===== src/rtl/microcode_sequencer.sv =====
`default_nettype none
// ============================================================================
// microcode_sequencer : fetches uops, issues control words, computes next uaddr
// Revision 1.0 - initial release
// ============================================================================
module microcode_sequencer #(
   parameter int UOP_BUF_SIZE  = 128,
   parameter int UOP_BUF_WIDTH = 64,
   parameter int STACK_DEPTH   = 4,
   parameter int NUM_COND      = 8,
   parameter int RESET_ADDR    = 0,
   localparam int ADDR_W       = $clog2(UOP_BUF_SIZE),
   localparam int CTRL_W       = UOP_BUF_WIDTH - 8 - ADDR_W
) (
   input  logic                     clk,
   input  logic                     reset,
   output logic [ADDR_W-1:0]        uop_addr,
   input  logic [UOP_BUF_WIDTH-1:0] uop,
   input  logic [NUM_COND-1:0]      cond,
   input  logic                     dispatch_valid,
   input  logic [ADDR_W-1:0]        dispatch_addr,
   output logic                     dispatch_ready,
   output logic                     ctrl_valid,
   input  logic                     ctrl_ready,
   output logic [CTRL_W-1:0]        ctrl_word,
   output logic                     halted,
   output logic                     error
);

   localparam int SP_W   = $clog2(STACK_DEPTH + 1);
   localparam int STK_IW = (STACK_DEPTH > 1) ? $clog2(STACK_DEPTH) : 1;

   localparam logic [2:0] OP_NEXT     = 3'd0;
   localparam logic [2:0] OP_JUMP     = 3'd1;
   localparam logic [2:0] OP_BRANCH   = 3'd2;
   localparam logic [2:0] OP_CALL     = 3'd3;
   localparam logic [2:0] OP_RET      = 3'd4;
   localparam logic [2:0] OP_DISPATCH = 3'd5;
   localparam logic [2:0] OP_HALT     = 3'd6;

   typedef enum logic [0:0] {ST_RUN = 1'b0, ST_HALTED = 1'b1} state_t;

   state_t              r_state, w_next_state;
   logic [ADDR_W-1:0]   r_addr, w_next_addr, w_pc_inc, w_target;
   logic [SP_W-1:0]     r_sp, w_next_sp;
   logic                r_error, w_next_error;
   logic                w_push, w_taken, w_transfer;
   logic [2:0]          w_op;
   logic [3:0]          w_csel;
   logic                w_inv;
   logic [15:0]         w_cond_pad;
   logic [STK_IW-1:0]   w_pop_idx;
   logic [ADDR_W-1:0]   r_stack [2**STK_IW];

   assign w_op     = uop[2:0];
   assign w_csel   = uop[6:3];
   assign w_inv    = uop[7];
   assign w_target = uop[8+ADDR_W-1:8];
   assign w_pc_inc = r_addr + 1'b1;
   assign w_pop_idx = STK_IW'(r_sp - 1'b1);

   // Condition selects beyond NUM_COND read as zero.
   always_comb begin
      w_cond_pad = '0;
      w_cond_pad[NUM_COND-1:0] = cond;
   end
   assign w_taken = w_cond_pad[w_csel] ^ w_inv;

   assign ctrl_valid     = (r_state == ST_RUN) && !(w_op == OP_DISPATCH && !dispatch_valid);
   assign dispatch_ready = (r_state == ST_RUN) && (w_op == OP_DISPATCH) && dispatch_valid && ctrl_ready;
   assign w_transfer     = ctrl_valid && ctrl_ready;
   assign ctrl_word      = uop[UOP_BUF_WIDTH-1:8+ADDR_W];
   assign uop_addr       = r_addr;
   assign halted         = (r_state == ST_HALTED);
   assign error          = r_error;

   always_comb begin
      w_next_addr  = r_addr;
      w_next_sp    = r_sp;
      w_next_state = r_state;
      w_next_error = r_error;
      w_push       = 1'b0;
      if (w_transfer) begin
         case (w_op)
            OP_NEXT:   w_next_addr = w_pc_inc;
            OP_JUMP:   w_next_addr = w_target;
            OP_BRANCH: w_next_addr = w_taken ? w_target : w_pc_inc;
            OP_CALL: begin
               if (r_sp == SP_W'(STACK_DEPTH)) begin
                  w_next_error = 1'b1;
                  w_next_state = ST_HALTED;
               end else begin
                  w_push      = 1'b1;
                  w_next_sp   = r_sp + 1'b1;
                  w_next_addr = w_target;
               end
            end
            OP_RET: begin
               if (r_sp == '0) begin
                  w_next_error = 1'b1;
                  w_next_state = ST_HALTED;
               end else begin
                  w_next_sp   = r_sp - 1'b1;
                  w_next_addr = r_stack[w_pop_idx];
               end
            end
            OP_DISPATCH: w_next_addr = dispatch_addr;
            OP_HALT:     w_next_state = ST_HALTED;
            default: begin
               w_next_error = 1'b1;
               w_next_state = ST_HALTED;
            end
         endcase
      end
   end

   always_ff @(posedge clk or negedge reset) begin
      if (!reset) begin
         r_state <= ST_RUN;
         r_addr  <= ADDR_W'(RESET_ADDR);
         r_sp    <= '0;
         r_error <= 1'b0;
      end else begin
         r_state <= w_next_state;
         r_addr  <= w_next_addr;
         r_sp    <= w_next_sp;
         r_error <= w_next_error;
      end
   end

   // Stack contents need no reset: sp alone defines which entries are live.
   always_ff @(posedge clk) begin
      if (w_push) r_stack[r_sp[STK_IW-1:0]] <= w_pc_inc;
   end

endmodule
`default_nettype wire


===== config.mk =====
export PLATFORM = sky130hd
export DESIGN_NAME = microcode_sequencer
export DESIGN_NICKNAME = d
export VERILOG_FILES = /design/src/rtl/microcode_sequencer.sv
export SDC_FILE = /design/constraint.sdc
export NUM_CORES = 1
export LEC_CHECK = 0
export BUFFER_PORTS_ARGS = -buffer_cell sky130_fd_sc_hd__buf_2
export CAP_MARGIN = 20
export CORE_UTILIZATION = 46
export CTS_CLUSTER_DIAMETER = 100
export DETAILED_ROUTE_END_ITERATION = 12
export HOLD_SLACK_MARGIN = 0.05
export PLACE_DENSITY_LB_ADDON = 0.05
export SYNTH_ARGS = -nofsm -noshare
export SYNTH_HDL_FRONTEND = slang
export SYNTH_SLANG_ARGS = --single-unit
export TNS_END_PERCENT = 5

===== constraint.sdc =====
create_clock -name clk -period 3.5 [get_ports clk]
set_clock_uncertainty 0.2 [all_clocks]
set_input_delay 0.175 -clock clk [delete_from_list [all_inputs] [get_ports clk]]
set_output_delay 0.175 -clock clk [all_outputs]
set_load 0.005 [all_outputs]

==> results.ini, run 1 <==
[run_status]
status=completed

[synthesis]
synth-compound-area-share=0.127
synth_fp_nets=369
ys_seq_elements=40
ys_top_cells_by_count=50 x buf_4, 28 x edfxtp_1, 14 x nor2_1, 14 x o21ai_0
ys.warnings.count=0
syn-cell-area_um2=2860
synth_top_cells_by_area=edfxtp_1 29%, buf_4 13%, dfrtp_1 11%
yosys.area.top_type=edfxtp_1
synth_xor_area_frac=0.0377
async_flop_share=0.300
synth_top_family_by_area=buffers and inverters
yosysMostFrequentCell=buf_4
syn_area_per_cell_um2=10.2
synth_cell_types=52
synth_edf_count=28
synth-simple-area-share=0.148
synthMuxAreaShare=0.0911
synth_top_area_frac=0.294
syn-instance-count=279
ys_seq_area_frac=0.399
synth_adder_area_share=0.0307
yosys_most_used_dff=edfxtp_1

[layout]
fillers=564
multiInputGateArea_um2=1240
area_growth_syn_to_layout_pct=1.71
ff_latch_area_um2=1140
drive_gt1_frac=0.262
diodes=0
fin_nets=364

[clock_network]
path_clk_slew_ns=0.08
cts_num_sinks=40
postCtsSetupBuffers=0
insertion_delay_ns=0.29
cts_tree=yes
cts_buffers=5
ctsHtreeMaxLevel=2
clock-root-buffer=clkbuf_8
cts_buffer_depth=2

[setup_path]
crit_arrival_ns=2.48
startpoint_type=register
reg2reg_slack_ns=0.98
crit_path_max_fanout=12
cp.required_ns=3.46
r2r-end=uop_addr[1]$_DFFE_PN0P_
crit_type=reg2reg
r2r-start=r_sp[1]$_DFFE_PN0P_
crit_chain=inv_1, ha_1, ha_1, nor2b_1, o21ai_1, nand3_1, or3_1, o21ai_0, a31oi_1
critPathMaxStageDelay_ns=0.45
crit_path_start=r_sp[1]$_DFFE_PN0P_
slowest_stage=or3_1
crit_path_frequent_cell=ha_1
ff2ff_path_depth=9
cp-end-kind=register
endpoint=uop_addr[1]$_DFFE_PN0P_

[pwr]
peakVddDrop_uv=280
powerDensity_nw_per_um2=659
p_seq_frac=0.390
switching_share=0.370
power_frac_comb=0.405
p_sw_mw=0.708
pwr-share-clk=0.204
p_leak_nw=1.11
intPower_mw=1.21

[sta]
worstMarginPinSlew_ns=0.694
min_period_ns=2.52
hold_violations=0
setup_ws_ns=0.984
fmax_mhz=398
final.period_utilization=0.719
maxSlewHeadroom=0.534
slew_viol_final=0
setup_viol=0
fin_setup_tns_ns=0
rsz0062_at_grt=false

[placement]
dp_hpwl_um=4480
io_buffers=44
pre_cts_slack_ns=1.01
gp_congestion=0.803

[floorplan]
rows=28
io_pins=143
fp.dieW_um=80.8
die-area_um2=6530
core_um2=5960
die_h_um=80.8
start_util=0.480

[routing]
drt-total-wl_um=5970
vias=1973
wl_per_cell_um=17.1
via_per_inst=5.64
drt-initial-drc-count=87
drc=0
ant_nets=0
dr.pass1.iters=4

[run]
drv_cap=0

[grt]
grt_max_degree=27
grt_pass1_vias=1894
antenna_found_initial=0
grt_overflow_total=0
grt_pass1_wl_um=9870
grtUsageTotal=0.205

[worst_hold_path]
hold_class=in2reg

-- cells by family (layout without fill, tap and decap cells) --
logic type | count (synthesis) | in the layout
DFF | 40 | 40
buffers and inverters | 74 | 70
muxes | 17 | 17
adders and majority gates | 7 | 7
and+or+nand+nor | 76 | 76
AOI/OAI and AO/OA | 57 | 57
xor gates and xnor gates | 8 | 8
-- through the flow --
step / std cells / instance area [um^2] / hold slack [ns] / power [mW] / utilization
floorplan: 279 / 2860 / -0.321 / 1.31 / -
global placement: 338 / 2750 / -0.115 / 1.53 / 0.462
detailed placement: 338 / 2750 / -0.113 / 1.53 / 0.462
CTS: 350 / 2910 / 0.0585 / 1.93 / 0.488
global route: 350 / 2910 / 0.0803 / 2.05 / 0.488
finish: 350 / 2910 / 0.0671 / 1.91 / 0.488
-- cells in the final DEF (no fill, tap or decap), types with 5 or more instances in the layout --
| cell type | n |
|---|---|
| xnor2_1 | 5 |
| o21ai_0 | 14 |
| buf_2 | 44 |
| a31oi_1 | 7 |
| nand3_1 | 13 |
| nor2_1 | 14 |
| ha_1 | 7 |
| nand2b_1 | 6 |
| inv_1 | 13 |
| mux2i_1 | 8 |
| nand2_1 | 12 |
| dfrtp_1 | 12 |
| a21oi_1 | 13 |
| edfxtp_1 | 28 |
| or3_1 | 5 |
| clkbuf_8 | 5 |
| mux4_2 | 7 |
-- flip-flops by register name, summed over array words and instances, names as in the netlist --
name / count
halted: 1
r_sp: 3
r_stack: 28
uop_addr: 7
error: 1
-- how the worst min path moves through the flow --
stage / from / end / slack [ns] / cells past startpoint
floorplan: reset / error$_DFFE_PN0P_ / -0.32 / 0
global placement: reset / r_sp[0]$_DFFE_PN0P_ / -0.11 / 1
detailed placement: reset / r_sp[1]$_DFFE_PN0P_ / -0.11 / 1
CTS: uop[13] / uop_addr[5]$_DFFE_PN0P_ / 0.06 / 3
global route: uop[13] / uop_addr[5]$_DFFE_PN0P_ / 0.08 / 3
finish: uop[13] / uop_addr[5]$_DFFE_PN0P_ / 0.07 / 3
-- per-layer routing --
layer | track usage | share of wire | vias to the layer above
met1 | 0.292 | 0.48 | 933
li1 | - | - | 950
met3 | 0.0360 | 0.057 | 17
met2 | 0.310 | 0.45 | 73
met5 | 0 | 0 | -
met4 | 0.0732 | 0.014 | 0
-- what timing repair did --
item	4_1_cts	5_1_grt
gates resized for setup	0	0
setup endpoints to repair	0	0
hold endpoints to repair	15	0
hold buffers	4	0
-- power by group through the flow --
stage | sequential [mW] | clock (mW) | combinational, mW
final | 0.747 | 0.391 | 0.776
after global routing | 0.761 | 0.416 | 0.874
after CTS | 0.748 | 0.400 | 0.784
after detailed placement | 0.758 | 0 | 0.777
after global placement | 0.759 | 0 | 0.776
after floorplan | 0.733 | 0 | 0.581
-- critical path, delay by kind of cell (launching register included) --
family          cells  cell delay (ns)
compound gates      3             0.35
fa+ha+maj           2             0.42
buf+inv             1             0.08
flops               1             0.40
simple gates        3             0.95
-- area by class of cell --
class                   count  share of cell area
clock inverters             3              0.0159
repair buffers             49              0.0922
flip-flops and latches     40               0.393
clock buffers               5              0.0237
well taps                  75              0.0323
inverters                  13              0.0168
multi-input cells         165               0.426
No activity file was read; power rests on OpenSTA's default activity.
==> run 2, diff against run 1 <==
- ABC_AREA: unset -> 1
- CORE_UTILIZATION: 46 -> 42
- clock period: 3.5 -> 2.25 ns (I/O delays scaled with it)
==> run 2 against run 1 <==
Combinational power is 74% higher. Highest routed layer unchanged. Area after synthesis is 2.7% lower. Setup slack worse by 0.77 ns. Wire length grew 20%. Largest cell class is now registers.
==> results.ini, run 2 <==
[run_status]
status=completed

[synthesis]
ys_seq_area_frac=0.411
syn-cell-area_um2=2780
synth_top_area_frac=0.303
yosys_most_used_dff=edfxtp_1
ys_top_cells_by_count=51 x nand2_1, 49 x buf_4, 39 x inv_1
async_flop_share=0.300
yosysMostFrequentCell=nand2_1
syn_area_per_cell_um2=8.35
synth_cell_types=37
ys_seq_elements=40
ys.warnings.count=0
synth_top_cells_by_area=edfxtp_1 30%, buf_4 13%, dfrtp_1 11%
synth_edf_count=28
synth_fp_nets=423
syn-instance-count=333
yosys.area.top_type=edfxtp_1

[layout]
final_cell_mix=62 x dlygate4sd3_1, 51 x nand2_1, 44 x buf_2
fin_nets=491
area_growth_syn_to_layout_pct=25.9
fin_util=0.548
final_common_cell=dlygate4sd3_1
fillers=607
instances_no_fill=479
drive_gt1_frac=0.197
diodes=0
largest_reg_flops=28

[grt]
grtUsageTotal=0.208
grt_overflow_total=0
antenna_found_initial=0
grt_pass1_vias=2383
grt_pass1_wl_um=11400
grt_max_degree=17

[pwr]
powerDensity_nw_per_um2=874
p_sw_mw=1.19
pwr-share-clk=0.193
p_leak_nw=1.60
p_seq_frac=0.364
power_frac_comb=0.443
peakVddDrop_uv=622
switching_share=0.388
intPower_mw=1.87

[worst_hold_path]
hold_class=in2reg

[setup_path]
reg2reg_slack_ns=0.24
ff2ff_path_depth=7
crit_arrival_ns=2.03
r2r-end=error$_DFFE_PN0P_
r2r-start=r_sp[1]$_DFFE_PN0P_
cp-end-kind=register
cp.required_ns=2.24
crit_path_start=uop[0]
crit_type=in2reg
startpoint_type=input pin
endpoint=uop_addr[4]$_DFFE_PN0P_
crit_path_max_fanout=8

[routing]
via_per_inst=5.05
dr.pass1.iters=4
highest_layer=met4
drc=0
drt-initial-drc-count=115
met3_length_um=392
ant_nets=0
wl_met1_um=2940
drt-total-wl_um=7160
wl_per_cell_um=15.0
dr_wl_met2_um=3710
vias=2418

[placement]
place_inst=409
gp_congestion=0.837
dp_hpwl_um=4980
io_buffers=44

[floorplan]
io_pins=143
fp.dieW_um=83.3
die-area_um2=6950
core_um2=6390
die_h_um=83.3
start_util=0.435
rows=29

[sta]
fin_setup_tns_ns=0
setup_viol=0
rsz0062_at_grt=false
hold_violations=0
fmax_mhz=491
maxSlewHeadroom=0.546
min_period_ns=2.04
slew_viol_final=0
final.period_utilization=0.905
worstMarginPinSlew_ns=0.679
timing.hold.ws_ns=0.0709

[clock_network]
cts_tree=yes
clock-root-buffer=clkbuf_8
cts_num_sinks=40
cts_buffer_depth=2
insertion_delay_ns=0.30
cts_buffers=5
path_clk_slew_ns=0.09
ctsHtreeMaxLevel=2

[run]
drv_cap=0

## run 2: cell types whose count changed after synthesis, sizes merged, moves of 5 or more
cell,previous run,this run
a211oi,0,5
nand2b,6,0
mux4,7,0
a31oi,7,1
inv,13,45
nand2,13,54
or3,5,0
mux2i,8,1
o21ai,18,24
nand3,13,25
nor2,15,40
## run 2: worst max-delay path, cell delays in order
cell and delay, ns:
dlygate4sd3_1 0.53, buf_2 0.19, nor3_4 0.40, nor3_4 0.13, inv_2 0.13, o21ai_0 0.09
nor3_1 0.21, nand2_1 0.10, nand2_1 0.07, nand2_1 0.05
## run 2: cell type report
cell class / instances / area (um^2) / share of cell area
tap: 77 / 96.3 / 0.0275
sequential: 40 / 1140 / 0.326
clock buffer: 5 / 68.8 / 0.0197
timing repair buffer: 114 / 901 / 0.258
multi-input combinational: 195 / 1080 / 0.308
clock inverter: 3 / 42.5 / 0.0122
inverter: 45 / 171 / 0.0490
## run 2: worst min-delay path by stage
stage	start	slack, ns	to	cells after the start
3_3_place_gp	reset	-0.17	r_sp[1]$_DFFE_PN0P_	1
4_1_cts	uop[8]	0.05	uop_addr[0]$_DFFE_PN0P_	7
6_report	uop[8]	0.07	uop_addr[0]$_DFFE_PN0P_	7
5_1_grt	uop[10]	0.11	uop_addr[2]$_DFFE_PN0P_	7
3_5_place_dp	reset	-0.17	r_sp[1]$_DFFE_PN0P_	1
2_1_floorplan	reset	-0.38	error$_DFFE_PN0P_	0
## run 2: through the flow
stage | cell area, um^2 | setup WS, ns | power (mW)
2_1_floorplan | 2780 | -0.0634 | 2.01
3_3_place_gp | 2770 | 0.198 | 2.39
3_5_place_dp | 2770 | 0.268 | 2.38
4_1_cts | 3500 | 0.235 | 3.08
5_1_grt | 3500 | 0.0581 | 3.31
6_report | 3500 | 0.214 | 3.06
## run 2: power groups by stage
stage	Sequential, mW	Clock [mW]	Combinational [mW]
2_1_floorplan	1.11	0	0.893
3_3_place_gp	1.13	0	1.27
3_5_place_dp	1.13	0	1.26
4_1_cts	1.11	0.609	1.36
5_1_grt	1.13	0.636	1.55
6_report	1.11	0.590	1.35
## run 2: timing repair
item,in CTS,in global routing
resized for setup,0,1
endpoints found under the setup margin,0,1
hold buffers,62,0
buffers inserted,0,0
endpoints found under the hold margin,68,0
## run 2: logic make-up after synthesis
group | synth area share
compound gates | 0.113
xor+xnor | 0.0126
fa+ha+maj | 0.0315
buf+inv | 0.202
flops | 0.411
mux | 0.00360
simple gates | 0.226
## run 2: layer usage
layer  vias up  global-route usage
met4         0              0.0705
met2       110               0.367
met1      1116               0.255
met3        10              0.0388
met5         -                   0
li1       1182                   -
==> run 3, diff against run 2 <==
- CORE_ASPECT_RATIO: unset -> 1.25
==> run 3 against run 2 <==
Global-route usage grew 1.9 points. Wire length grew 4.9%. Clock power grew 3%. Cell count grew 1.5%. Combinational power is essentially flat. Hold slack lost 0.0069 ns. Setup slack gained 0.017 ns. Fmax grew 0.84%. Sequential share of layout area is essentially flat. Critical path depth shrank 3. First-iteration DRC count shrank 30%. Largest cell class unchanged.
==> results.ini, run 3 (same netlist as run 2, synthesis figures left out) <==
[layout]
largest_reg_flops=28
fin_nets=490
area_growth_syn_to_layout_pct=26.0
fillers=590
ff_latch_area_um2=1140
diodes=0
final_common_cell=dlygate4sd3_1
fin_util=0.557
final_cell_mix=61 x dlygate4sd3_1, 51 x nand2_1, 44 x buf_2
drive_gt1_frac=0.197
multiInputGateArea_um2=1080
instances_no_fill=486

[pwr]
peakVddDrop_uv=437
intPower_mw=1.86
pwr-share-clk=0.197
switching_share=0.397
p_sw_mw=1.23
p_leak_nw=1.61
p_seq_frac=0.361
power_frac_comb=0.442
powerDensity_nw_per_um2=881

[floorplan]
io_pins=143
core_um2=6290
die-area_um2=6950
fp.dieW_um=74.8
start_util=0.442
rows=32
die_h_um=92.9

[setup_path]
crit_type=reg2reg
crit_path_max_fanout=4
cp.required_ns=2.29
startpoint_type=register
crit_arrival_ns=2.06
cp-end-kind=register

[placement]
pre_cts_slack_ns=0.210
io_buffers=44
dp_hpwl_um=4950
place_inst=417
gp_congestion=0.811

[routing]
vias=2435
via_per_inst=5.01
dr_wl_met2_um=3950
drc=0
wl_met1_um=3070
highest_layer=met4
ant_nets=0
wl_per_cell_um=15.5
drt-total-wl_um=7510
dr.pass1.iters=4
drt-initial-drc-count=80
met3_length_um=407

[grt]
antenna_found_initial=0
grt_pass1_vias=2370
grt_max_degree=17
grt_pass1_wl_um=11700
grtUsageTotal=0.227
grt_overflow_total=0

[sta]
setup_ws_ns=0.231
timing.hold.ws_ns=0.0640
slew_viol_final=0
worstMarginPinSlew_ns=0.684
min_period_ns=2.02
maxSlewHeadroom=0.543
fin_setup_tns_ns=0
final.period_utilization=0.897
hold_violations=0
rsz0062_at_grt=false
setup_viol=0
fmax_mhz=495

[worst_hold_path]
hold_class=in2reg

[clock_network]
clock-root-buffer=clkbuf_8
insertion_delay_ns=0.29
cts_num_sinks=40
cts_buffer_depth=2
ctsHtreeMaxLevel=2
cts_buffers=5
post_cts_resize_count=0
path_clk_slew_ns=0.09
cts_tree=yes

[run_status]
status=completed

[run]
drv_cap=0

## run 3: cell types whose count changed in the layout (fill, tap and decap cells not counted)
| cell | change |
|---|---|
| dlygate4sd3_1 | -1 |
| clkinv_2 | -1 |
| clkinvlp_4 | -1 |
| a2111oi_1 | -1 |
| a2111oi_0 | +1 |
| clkinv_4 | +2 |
## run 3: routing by layer
metal,up-vias,GRT usage
met4,0,0.0582
li1,1178,-
met2,122,0.405
met3,8,0.0403
met5,-,0
met1,1127,0.275
## run 3: stage by stage
stage	instance area (um^2)	total power, mW
6_report	3500	3.08
5_1_grt	3500	3.34
4_1_cts	3500	3.11
3_5_place_dp	2780	2.40
3_3_place_gp	2780	2.41
2_1_floorplan	2780	2.01
## run 3: worst max-delay path: stages (launching register included)
cell,delay (ns)
dfrtp_1,0.42
inv_1,0.09
ha_1,0.19
ha_1,0.25
a21oi_1,0.09
a2111oi_0,0.48
o21ai_0,0.17
nand2_1,0.08
## run 3: power groups by stage
stage	Sequential (mW)	Clock, mW	Combinational (mW)
3_3_place_gp	1.13	0	1.28
6_report	1.11	0.607	1.36
4_1_cts	1.11	0.630	1.37
3_5_place_dp	1.13	0	1.27
2_1_floorplan	1.11	0	0.893
5_1_grt	1.13	0.656	1.55
## run 3: final cells by class
| cell class | instances | share of cell area |
|---|---|---|
| repair buffers | 113 | 0.254 |
| clock buffers | 5 | 0.0196 |
| clock inverters | 3 | 0.0136 |
| flip-flops and latches | 40 | 0.326 |
| inverters | 45 | 0.0489 |
| well taps | 85 | 0.0304 |
| multi-input cells | 195 | 0.307 |
## run 3: path summary, 6_finish.rpt
| path | startpoint | to | slack (ns) | depth (start not counted) |
|---|---|---|---|---|
| setup / recovery | r_sp[1]$_DFFE_PN0P_ | error$_DFFE_PN0P_ | 0.23 | 7 |
| hold / removal | uop[10] | uop_addr[2]$_DFFE_PN0P_ | 0.06 | 7 |
| setup reg to reg | r_sp[1]$_DFFE_PN0P_ | error$_DFFE_PN0P_ | 0.23 | 7 |
| hold reg to reg | error$_DFFE_PN0P_ | error$_DFFE_PN0P_ | 0.26 | 2 |
| max in group asynchronous | reset | uop_addr[0]$_DFFE_PN0P_ | 0.68 | 3 |
| min in group asynchronous | reset | uop_addr[6]$_DFFE_PN0P_ | 0.73 | 3 |
## run 3: repair_timing
item | in CTS | in global routing
setup buffers | 0 | 0
hold endpoints to repair | 68 | 0
hold buffers | 61 | 0
